==> src/rtl/uart_arb_pkg.sv <==
`default_nettype none
// ============================================================================
// Module   : uart_arb_pkg
// Purpose  : Shared state encoding and index-width helper for the UART arbiter.
// Revision : 1.0 - initial release
// ============================================================================
package uart_arb_pkg;

    typedef enum logic [2:0] {
        ST_IDLE      = 3'd0,
        ST_SEND      = 3'd1,
        ST_WAIT_BUSY = 3'd2,
        ST_WAIT_DONE = 3'd3,
        ST_HOLD      = 3'd4
    } state_e;

    // Width of a requester index; never narrower than one bit.
    function automatic int idx_width(input int n);
        return (n <= 2) ? 1 : $clog2(n);
    endfunction

endpackage
`default_nettype wire

==> src/rtl/uart_rr_pick.sv <==
`default_nettype none
// ============================================================================
// Module   : uart_rr_pick
// Purpose  : Combinational round-robin picker: first asserted req at or after ptr.
// Revision : 1.0 - initial release
// ============================================================================
module uart_rr_pick
    import uart_arb_pkg::*;
#(
    parameter int NUM_REQ = 4,
    parameter int IDXW    = 2
) (
    input  logic [NUM_REQ-1:0] req,
    input  logic [IDXW-1:0]    ptr,
    output logic [IDXW-1:0]    idx,
    output logic               any
);

    logic [NUM_REQ-1:0] rot_w;

    // Rotate so that bit 0 corresponds to the requester at ptr.
    assign rot_w = NUM_REQ'({req, req} >> ptr);

    always_comb begin : p_pick
        int s;
        s   = 0;
        idx = '0;
        any = 1'b0;
        for (int k = 0; k < NUM_REQ; k++) begin
            if (!any && rot_w[k[IDXW-1:0]]) begin
                any = 1'b1;
                s   = int'(ptr) + k;
                if (s >= NUM_REQ) begin
                    s = s - NUM_REQ;
                end
                idx = s[IDXW-1:0];
            end
        end
    end

endmodule
`default_nettype wire

==> src/rtl/uart_tx_arbiter.sv <==
`default_nettype none
// ============================================================================
// Module   : uart_tx_arbiter
// Purpose  : Round-robin sharing of one uart_top transmitter with message locking,
//            plus owner-tagged draining of the uart_top receive side.
// Revision : 1.0 - initial release
// ============================================================================
module uart_tx_arbiter
    import uart_arb_pkg::*;
#(
    parameter  int NUM_REQ  = 4,
    parameter  int BUSY_TMO = 16,
    parameter  int LOCK_TMO = 4096,
    localparam int IDXW     = idx_width(NUM_REQ)
) (
    input  logic                 clk,
    input  logic                 rst,
    input  logic [NUM_REQ-1:0]   req,
    input  logic [8*NUM_REQ-1:0] req_data,
    input  logic [NUM_REQ-1:0]   req_last,
    output logic [NUM_REQ-1:0]   ack,
    output logic [IDXW-1:0]      owner,
    output logic                 active,
    output logic                 tmo_err,
    output logic [7:0]           uart_data_in,
    output logic                 uart_wr_en,
    input  logic                 uart_busy,
    input  logic                 uart_rdy,
    input  logic [7:0]           uart_dout,
    output logic                 uart_rdy_clr,
    output logic [7:0]           rx_data,
    output logic                 rx_valid,
    output logic [IDXW-1:0]      rx_owner
);

    localparam int CNT_MAX = (BUSY_TMO > LOCK_TMO) ? BUSY_TMO : LOCK_TMO;
    localparam int CNTW    = $clog2(CNT_MAX + 1);

    state_e            state_q, state_d;
    logic [IDXW-1:0]   owner_q, owner_d;
    logic [IDXW-1:0]   rr_ptr_q, rr_ptr_d;
    logic              active_q, active_d;
    logic              last_q, last_d;
    logic              tmo_err_q, tmo_err_d;
    logic [CNTW-1:0]   cnt_q, cnt_d;
    logic [7:0]        rx_data_q, rx_data_d;
    logic [IDXW-1:0]   rx_owner_q, rx_owner_d;
    logic              rx_valid_q, rx_valid_d;
    logic              clr_pend_q, clr_pend_d;

    logic [IDXW-1:0]   pick_idx_w;
    logic              pick_any_w;
    logic [IDXW-1:0]   next_ptr_w;
    logic              release_w;

    uart_rr_pick #(
        .NUM_REQ (NUM_REQ),
        .IDXW    (IDXW)
    ) u_pick (
        .req (req),
        .ptr (rr_ptr_q),
        .idx (pick_idx_w),
        .any (pick_any_w)
    );

    assign next_ptr_w = (owner_q == IDXW'(NUM_REQ - 1)) ? '0 : owner_q + IDXW'(1);

    always_comb begin
        state_d   = state_q;
        owner_d   = owner_q;
        rr_ptr_d  = rr_ptr_q;
        active_d  = active_q;
        last_d    = last_q;
        tmo_err_d = tmo_err_q;
        cnt_d     = '0;
        release_w = 1'b0;
        case (state_q)
            ST_IDLE: begin
                if (pick_any_w) begin
                    owner_d  = pick_idx_w;
                    active_d = 1'b1;
                    state_d  = ST_SEND;
                end
            end
            ST_SEND: begin
                last_d  = req_last[owner_q];
                state_d = ST_WAIT_BUSY;
            end
            ST_WAIT_BUSY: begin
                if (uart_busy) begin
                    state_d = ST_WAIT_DONE;
                end else if (cnt_q == CNTW'(BUSY_TMO - 1)) begin
                    tmo_err_d = 1'b1;
                    release_w = 1'b1;
                end else begin
                    cnt_d = cnt_q + CNTW'(1);
                end
            end
            ST_WAIT_DONE: begin
                if (!uart_busy) begin
                    if (last_q) begin
                        release_w = 1'b1;
                    end else if (req[owner_q]) begin
                        state_d = ST_SEND;
                    end else begin
                        state_d = ST_HOLD;
                    end
                end
            end
            ST_HOLD: begin
                if (req[owner_q]) begin
                    state_d = ST_SEND;
                end else if (cnt_q == CNTW'(LOCK_TMO - 1)) begin
                    release_w = 1'b1;
                end else begin
                    cnt_d = cnt_q + CNTW'(1);
                end
            end
            default: state_d = ST_IDLE;
        endcase
        // owner_q is deliberately kept so rx tagging still reflects the last grant.
        if (release_w) begin
            state_d  = ST_IDLE;
            active_d = 1'b0;
            rr_ptr_d = next_ptr_w;
        end
    end

    // One capture per rdy: the cycle in which rdy_clr is driven cannot capture again.
    always_comb begin
        rx_data_d  = rx_data_q;
        rx_owner_d = rx_owner_q;
        rx_valid_d = 1'b0;
        clr_pend_d = 1'b0;
        if (uart_rdy && !clr_pend_q) begin
            rx_data_d  = uart_dout;
            rx_owner_d = owner_q;
            rx_valid_d = 1'b1;
            clr_pend_d = 1'b1;
        end
    end

    always_ff @(posedge clk) begin
        if (!rst) begin
            state_q    <= ST_IDLE;
            owner_q    <= '0;
            rr_ptr_q   <= '0;
            active_q   <= 1'b0;
            last_q     <= 1'b0;
            tmo_err_q  <= 1'b0;
            cnt_q      <= '0;
            rx_data_q  <= '0;
            rx_owner_q <= '0;
            rx_valid_q <= 1'b0;
            clr_pend_q <= 1'b0;
        end else begin
            state_q    <= state_d;
            owner_q    <= owner_d;
            rr_ptr_q   <= rr_ptr_d;
            active_q   <= active_d;
            last_q     <= last_d;
            tmo_err_q  <= tmo_err_d;
            cnt_q      <= cnt_d;
            rx_data_q  <= rx_data_d;
            rx_owner_q <= rx_owner_d;
            rx_valid_q <= rx_valid_d;
            clr_pend_q <= clr_pend_d;
        end
    end

    assign uart_wr_en   = (state_q == ST_SEND);
    assign uart_data_in = uart_wr_en ? req_data[{owner_q, 3'b000} +: 8] : 8'h00;
    assign ack          = uart_wr_en ? (NUM_REQ'(1) << owner_q) : '0;
    assign owner        = owner_q;
    assign active       = active_q;
    assign tmo_err      = tmo_err_q;
    assign uart_rdy_clr = clr_pend_q;
    assign rx_data      = rx_data_q;
    assign rx_valid     = rx_valid_q;
    assign rx_owner     = rx_owner_q;

endmodule
`default_nettype wire
==> config.mk <==
export PLATFORM = sky130hd
export DESIGN_NAME = uart_tx_arbiter
export DESIGN_NICKNAME = d
export VERILOG_FILES = /design/src/rtl/uart_arb_pkg.sv /design/src/rtl/uart_rr_pick.sv /design/src/rtl/uart_tx_arbiter.sv
export SDC_FILE = /design/constraint.sdc
export NUM_CORES = 1
export LEC_CHECK = 0
export ABC_AREA = 1
export CAP_MARGIN = 40
export CORE_UTILIZATION = 45
export DETAILED_ROUTE_END_ITERATION = 12
export PLACE_DENSITY = 0.81
export SLEW_MARGIN = 20
export SYNTH_ARGS = -nofsm -noshare
export SYNTH_HDL_FRONTEND = slang
export SYNTH_SLANG_ARGS = --single-unit
==> constraint.sdc <==
create_clock -name clk -period 1.8 [get_ports clk]
set_input_delay 0.18 -clock clk [delete_from_list [all_inputs] [get_ports clk]]
set_output_delay 0.18 -clock clk [all_outputs]
set_load 0.02 [all_outputs]
# Yosys cells after proc, flatten, opt, wreduce, memory -nomap -nowiden
# Index checks and enable logic that the tools add are counted.
[word_totals]
reg_bits = 34
latch_bits = 0
mem_bits_rw = 0
mem_bits_ro = 0
in_bits = 52
elab_cells = 93
mem_count = 0
[op_classes]
n_addsub = 9
mul = 0
div = 0
magnitude_cmp = 5
eq_ne = 12
shift = 3
mux = 39
n_bitwise = 2
n_reduce_logical = 13
[ops]
columns = ["op", "n"]
rows = [
  ["$mux W13", 4],
  ["$shiftx A32 B6 Y8", 1],
  ["$pmux W13 S2", 1],
  ["$mux W2", 9],
  ["$mux W3", 6],
  ["$pmux W3 S5", 1],
  ["$add A13 B1 Y13 const B", 1],
  ["$eq A13 B12 Y1 const B", 1],
  ["$eq A13 B4 Y1 const B", 1],
  ["$mux W1", 13],
  ["$ne A2 B2 Y1 const B", 5],
  ["$ge A3 B3 Y1 const B", 3],
  ["$mux W8", 1],
  ["$shr A8 B2 Y4", 1],
  ["$sub A2 B1 Y2 const B", 4],
  ["$add A2 B2 Y3 const B", 2],
  ["$eq A3 B2 Y1 const B", 2],
  ["$reduce_and A5 Y1", 1],
  ["$bmux W1 S2", 2],
  ["$logic_and A1 B1 Y1", 4],
  ["$logic_not A1 Y1", 4],
  ["$mux W4", 1],
  ["$shl A1 B2 Y4 const A", 1],
  ["$add A2 B1 Y3 const B", 1],
  ["other kinds (12)", 13],
]

# Logic depth before layout (Yosys ltp)
[logic_depth]
word_depth = 13
depth_mapped = 11
mapped_depth_nobuf = 11

# Cells and area by module
# From an unflattened synthesis, not the netlist that was laid out.
[unflattened]
hier_cells = 350
hier_area_um2 = 2337.2
[by_module_without_submodules]
columns = ["mod", "n_inst", "cells_per_inst", "area_per_inst_um2"]
rows = [
  ["uart_tx_arbiter", 1, 297, 2006.9],
  ["uart_rr_pick", 1, 53, 330.3],
]

# Least setup slack after synthesis
# Ideal clock, no wire load.
[synth_path]
path_type = "register to output"
from = "register state_q[0]"
to = "output port uart_data_in[1]"
arrival_time_ns = 1.742
required_time_ns = 1.620
path_slack_ns = -0.122
stages_incl_launch_ff = 6
n_path_buf = 1
cell_sequence = "dfxtp_1 -> inv_1 -> nor3_1 -> inv_1 -> clkbuf_1 -> a21oi_1"
[synth_between]
elab_chain_cells = 2
[synth_rtl]
columns = ["item", "line", "text"]
rows = [
  ["start, declared", "uart_tx_arbiter.sv:39", "state_e state_q, state_d;"],
  ["start signal, assigned", "uart_tx_arbiter.sv:157", "state_q <= state_d;"],
  ["$eq A3 B1 Y1", "uart_tx_arbiter.sv:171", "assign uart_wr_en = (state_q == ST_SEND);"],
  ["named net uart_wr_en", "uart_tx_arbiter.sv:26", "output logic uart_wr_en,"],
  ["$mux W8", "uart_tx_arbiter.sv:172", "assign uart_data_in = uart_wr_en ? req_data[{owner_q, 3'b000} +: 8] : 8'h00;"],
  ["end, declared", "uart_tx_arbiter.sv:25", "output logic [7:0] uart_data_in,"],
]
# The timed path passes the listed nets, and every way through them passes these cells.

# Worst setup path after layout
[layout_path]
from = "register owner_q[1] (netlist: owner[1])"
to = "output port ack[3]"
[layout_between]
elab_chain_cells = 2
[layout_rtl]
columns = ["item", "line", "text"]
rows = [
  ["start, declared", "uart_tx_arbiter.sv:40", "logic [IDXW-1:0] owner_q, owner_d;"],
  ["start signal, assigned", "uart_tx_arbiter.sv:158", "owner_q <= owner_d;"],
  ["$shl A1 B2 Y4", "uart_tx_arbiter.sv:173", "assign ack = uart_wr_en ? (NUM_REQ'(1) << owner_q) : '0;"],
  ["$mux W4", "uart_tx_arbiter.sv:173", ""],
  ["end, declared", "uart_tx_arbiter.sv:21", "output logic [NUM_REQ-1:0] ack,"],
]
# Every way passes these cells.

==> impl_metrics.csv <==
group,metric,value,unit
floorplan,dieWidth,71.54,um
sta,fin_ws,89.32,ps
floorplan,dieArea,5117,um^2
finish,layout_commonest_cell,"nor2_1",
floorplan,initial_core_util,48.31,%
sta,fin_crit,1711,ps
detailed_routing,drtPass1Iterations,5,
synthesis,syn-num-nets,399,
detailed_routing,ant_nets,0,
run,cap_violations,0,
floorplan,io_pins,81,
sta,rsz0062_at_grt,"no",
synthesis,yosysWarnings,0,
critical_path,path_class,"flip-flop to output pin",
global_route,grt_usage,24.40,%
clock_tree,cts_tree,"done",
detailed_routing,detail_route.vias_per_cell,4.945,
sta,setup_viol,0,
placed_design,place_ws,-37.35,ps
clock_tree,insertion_delay,290,ps
sta,hold_viol,0,
synthesis,synth_area,2176,um^2
finish,drive_above_1_share,14.48,%
pwr,finalPower,3.408,mW
sta,drv_slew,0,
sta,fmax,584.6,MHz
sta,post-route-period-util,95.04,%
floorplan,rows,24,
global_route,grt_pass1_vias,2190,
clock_tree,cts.sinks,34,
synthesis,syn_inst,342,
clock_tree,htree_levels,2,
pwr,ir_drop,0.8117,mV
detailed_routing,drt-total-wl,5837,um
clock_tree,clk_pin_slew,80,ps
finish,nNetsFinal,491,
synthesis,synth.avg_cell_area,6.362,um^2
sta,max_slew_margin,78.27,%
critical_path,critPathSlowestCell,"dfxtp_2",
critical_path,cp.required,1620,ps
global_route,grt_overflow,0,
placed_design,port_buffers,80,
critical_path,critPathLaunchType,"flip-flop",
placed_design,place_congestion,0.8973,
critical_path,cp-end-kind,"output pin",
worst_hold_path,hold_class,"flip-flop to flip-flop",
detailed_routing,drt_iter0_drc,102,
global_route,antenna_found_initial,0,
clock_tree,numCtsBuffers,5,
finish,mostFrequentLayoutCells,"nor2_1 (78), clkdlybuf4s50_1 (67), nand2_1 (53), inv_1 (33), dfxtp_1 (33)",
floorplan,die_h,71.54,um
finish,area_delta_synth_final,47.10,%
pwr,leakage,1.417,nW
synthesis,seq_area_frac_synth,31.28,%
floorplan,coreArea,4504,um^2
clock_tree,cts_setup_buffers,0,
detailed_routing,drc,0,
synthesis,ys.flop_type,"dfxtp_1",
sta,worstMarginPinSlew,325.5,ps
critical_path,worstPathArrival,1530,ps
critical_path,cp_max_fo,13,
clock_tree,cts_root_buf,"clkbuf_8",
global_route,grt_start_max_net_pins,17,
critical_path,cp_cell_sequence,"buf_4, ha_1, inv_1, nor2_1, clkdlybuf4s15_1",
detailed_routing,via_count,2408,
global_route,grt_pass1_wl,9853,um
detailed_routing,wl_per_cell,11.99,um
synthesis,ys_seq_elements,34,
finish,antenna_cells,0,
sta,skew,5.778,ps
clock_tree,cts.path.max_buffers,2,
placed_design,dp_hpwl,4512,um
synthesis,ys_types,29,
synthesis,synth-edff-count,0,
pwr,cellPowerDensity,1065,nW/um^2
critical_path,max_stage_delay,390,ps
run_status,status,"complete, no violations",
synthesis,synthArstFlopShare,0,%
cells by family (layout without fill, tap and decap cells):
family                   count (synthesis)  after routing  share of synthesized area [%]
flip-flops                              34             34                          31.28
XOR/XNOR                                 9              9                          3.623
adder cells (fa/ha/maj)                  5              5                          2.875
AO/OA/AOI/OAI                           61             61                          14.72
AND/OR/NAND/NOR                        182            182                          37.38
buffers and inverters                   51            144                          10.12
layout make-up:
cell class,instances,area [um^2]
fill,384,1304
multi-input combinational,257,1280
timing repair buffer,97,905.9
sequential,34,681.9
inverter,38,146.4
clock buffer,5,68.82
tap,52,65.06
clock inverter,3,45.04
timing repair inverter,1,7.507
state kept, by name, summed over array words and instances (netlist names):
name	count
active	1
uart_rdy_clr	1
last_q	1
tmo_err	1
owner	2
rr_ptr_q	2
state_q	3
rx_data	8
cnt_q	13
rx_owner	2
timing repair:
item | CTS | global route
hold buffers | 0 | 0
endpoints found under the setup margin | 12 | 13
gates cloned | 1 | 0
gates resized for setup | 16 | 23
power by group:
part	switching [mW]	internal, mW
registers	0.0701	0.839
clock network	0.298	0.412
logic	1.03	0.756
cells in the mapped netlist, types with 5 or more instances:
cell	n	area (um^2)
nand3_1	19	95.09
ha_1	5	62.56
nor2_1	78	292.8
nor3_1	5	25.02
nor2_2	12	75.07
clkbuf_1	6	22.52
o21ai_0	32	160.2
dfxtp_1	34	680.7
nand4_1	5	31.28
inv_1	34	127.6
nand2_1	53	198.9
a21oi_1	23	115.1
xor2_1	7	61.31
layer usage:
layer	track usage (%)	wire length, um	share of wire [%]	up-vias
met4	5.447	48	0.82	0
met1	31.43	2799	48	1063
li1	-	-	-	1282
met2	40.32	2712	46	58
met5	0	0	0	-
met3	7.595	277	4.7	5
final timing paths:
kind,startpoint,cells after the start,slack [ps],to
worst max-delay path,owner[1],5,90,ack[3]
worst min-delay path,cnt_q[0],1,460,cnt_q[0]
worst max register to register,owner[1],9,160,state_q[2]
worst min register to register,cnt_q[0],1,460,cnt_q[0]
critical path, delay by kind of cell (launching register included):
family | cells | cell delay [ps]
buf+inv | 3 | 580
simple gates | 1 | 100
fa+ha+maj | 1 | 160
flops | 1 | 390
through the flow:
stage / std cells / area [um^2] / utilization, % / TNS (ps) / hold slack [ps]
after floorplan: 342 / 2181 / - / 0 / 302.9
after global placement: 478 / 3122 / 69.31 / 0 / 440.5
after detailed placement: 478 / 3122 / 69.31 / -37.35 / 447.6
after CTS: 487 / 3233 / 71.78 / 0 / 460.3
after global routing: 487 / 3201 / 71.06 / 0 / 471.0
final: 487 / 3201 / 71.06 / 0 / 458.8
Power figures use the tool's default switching activity.
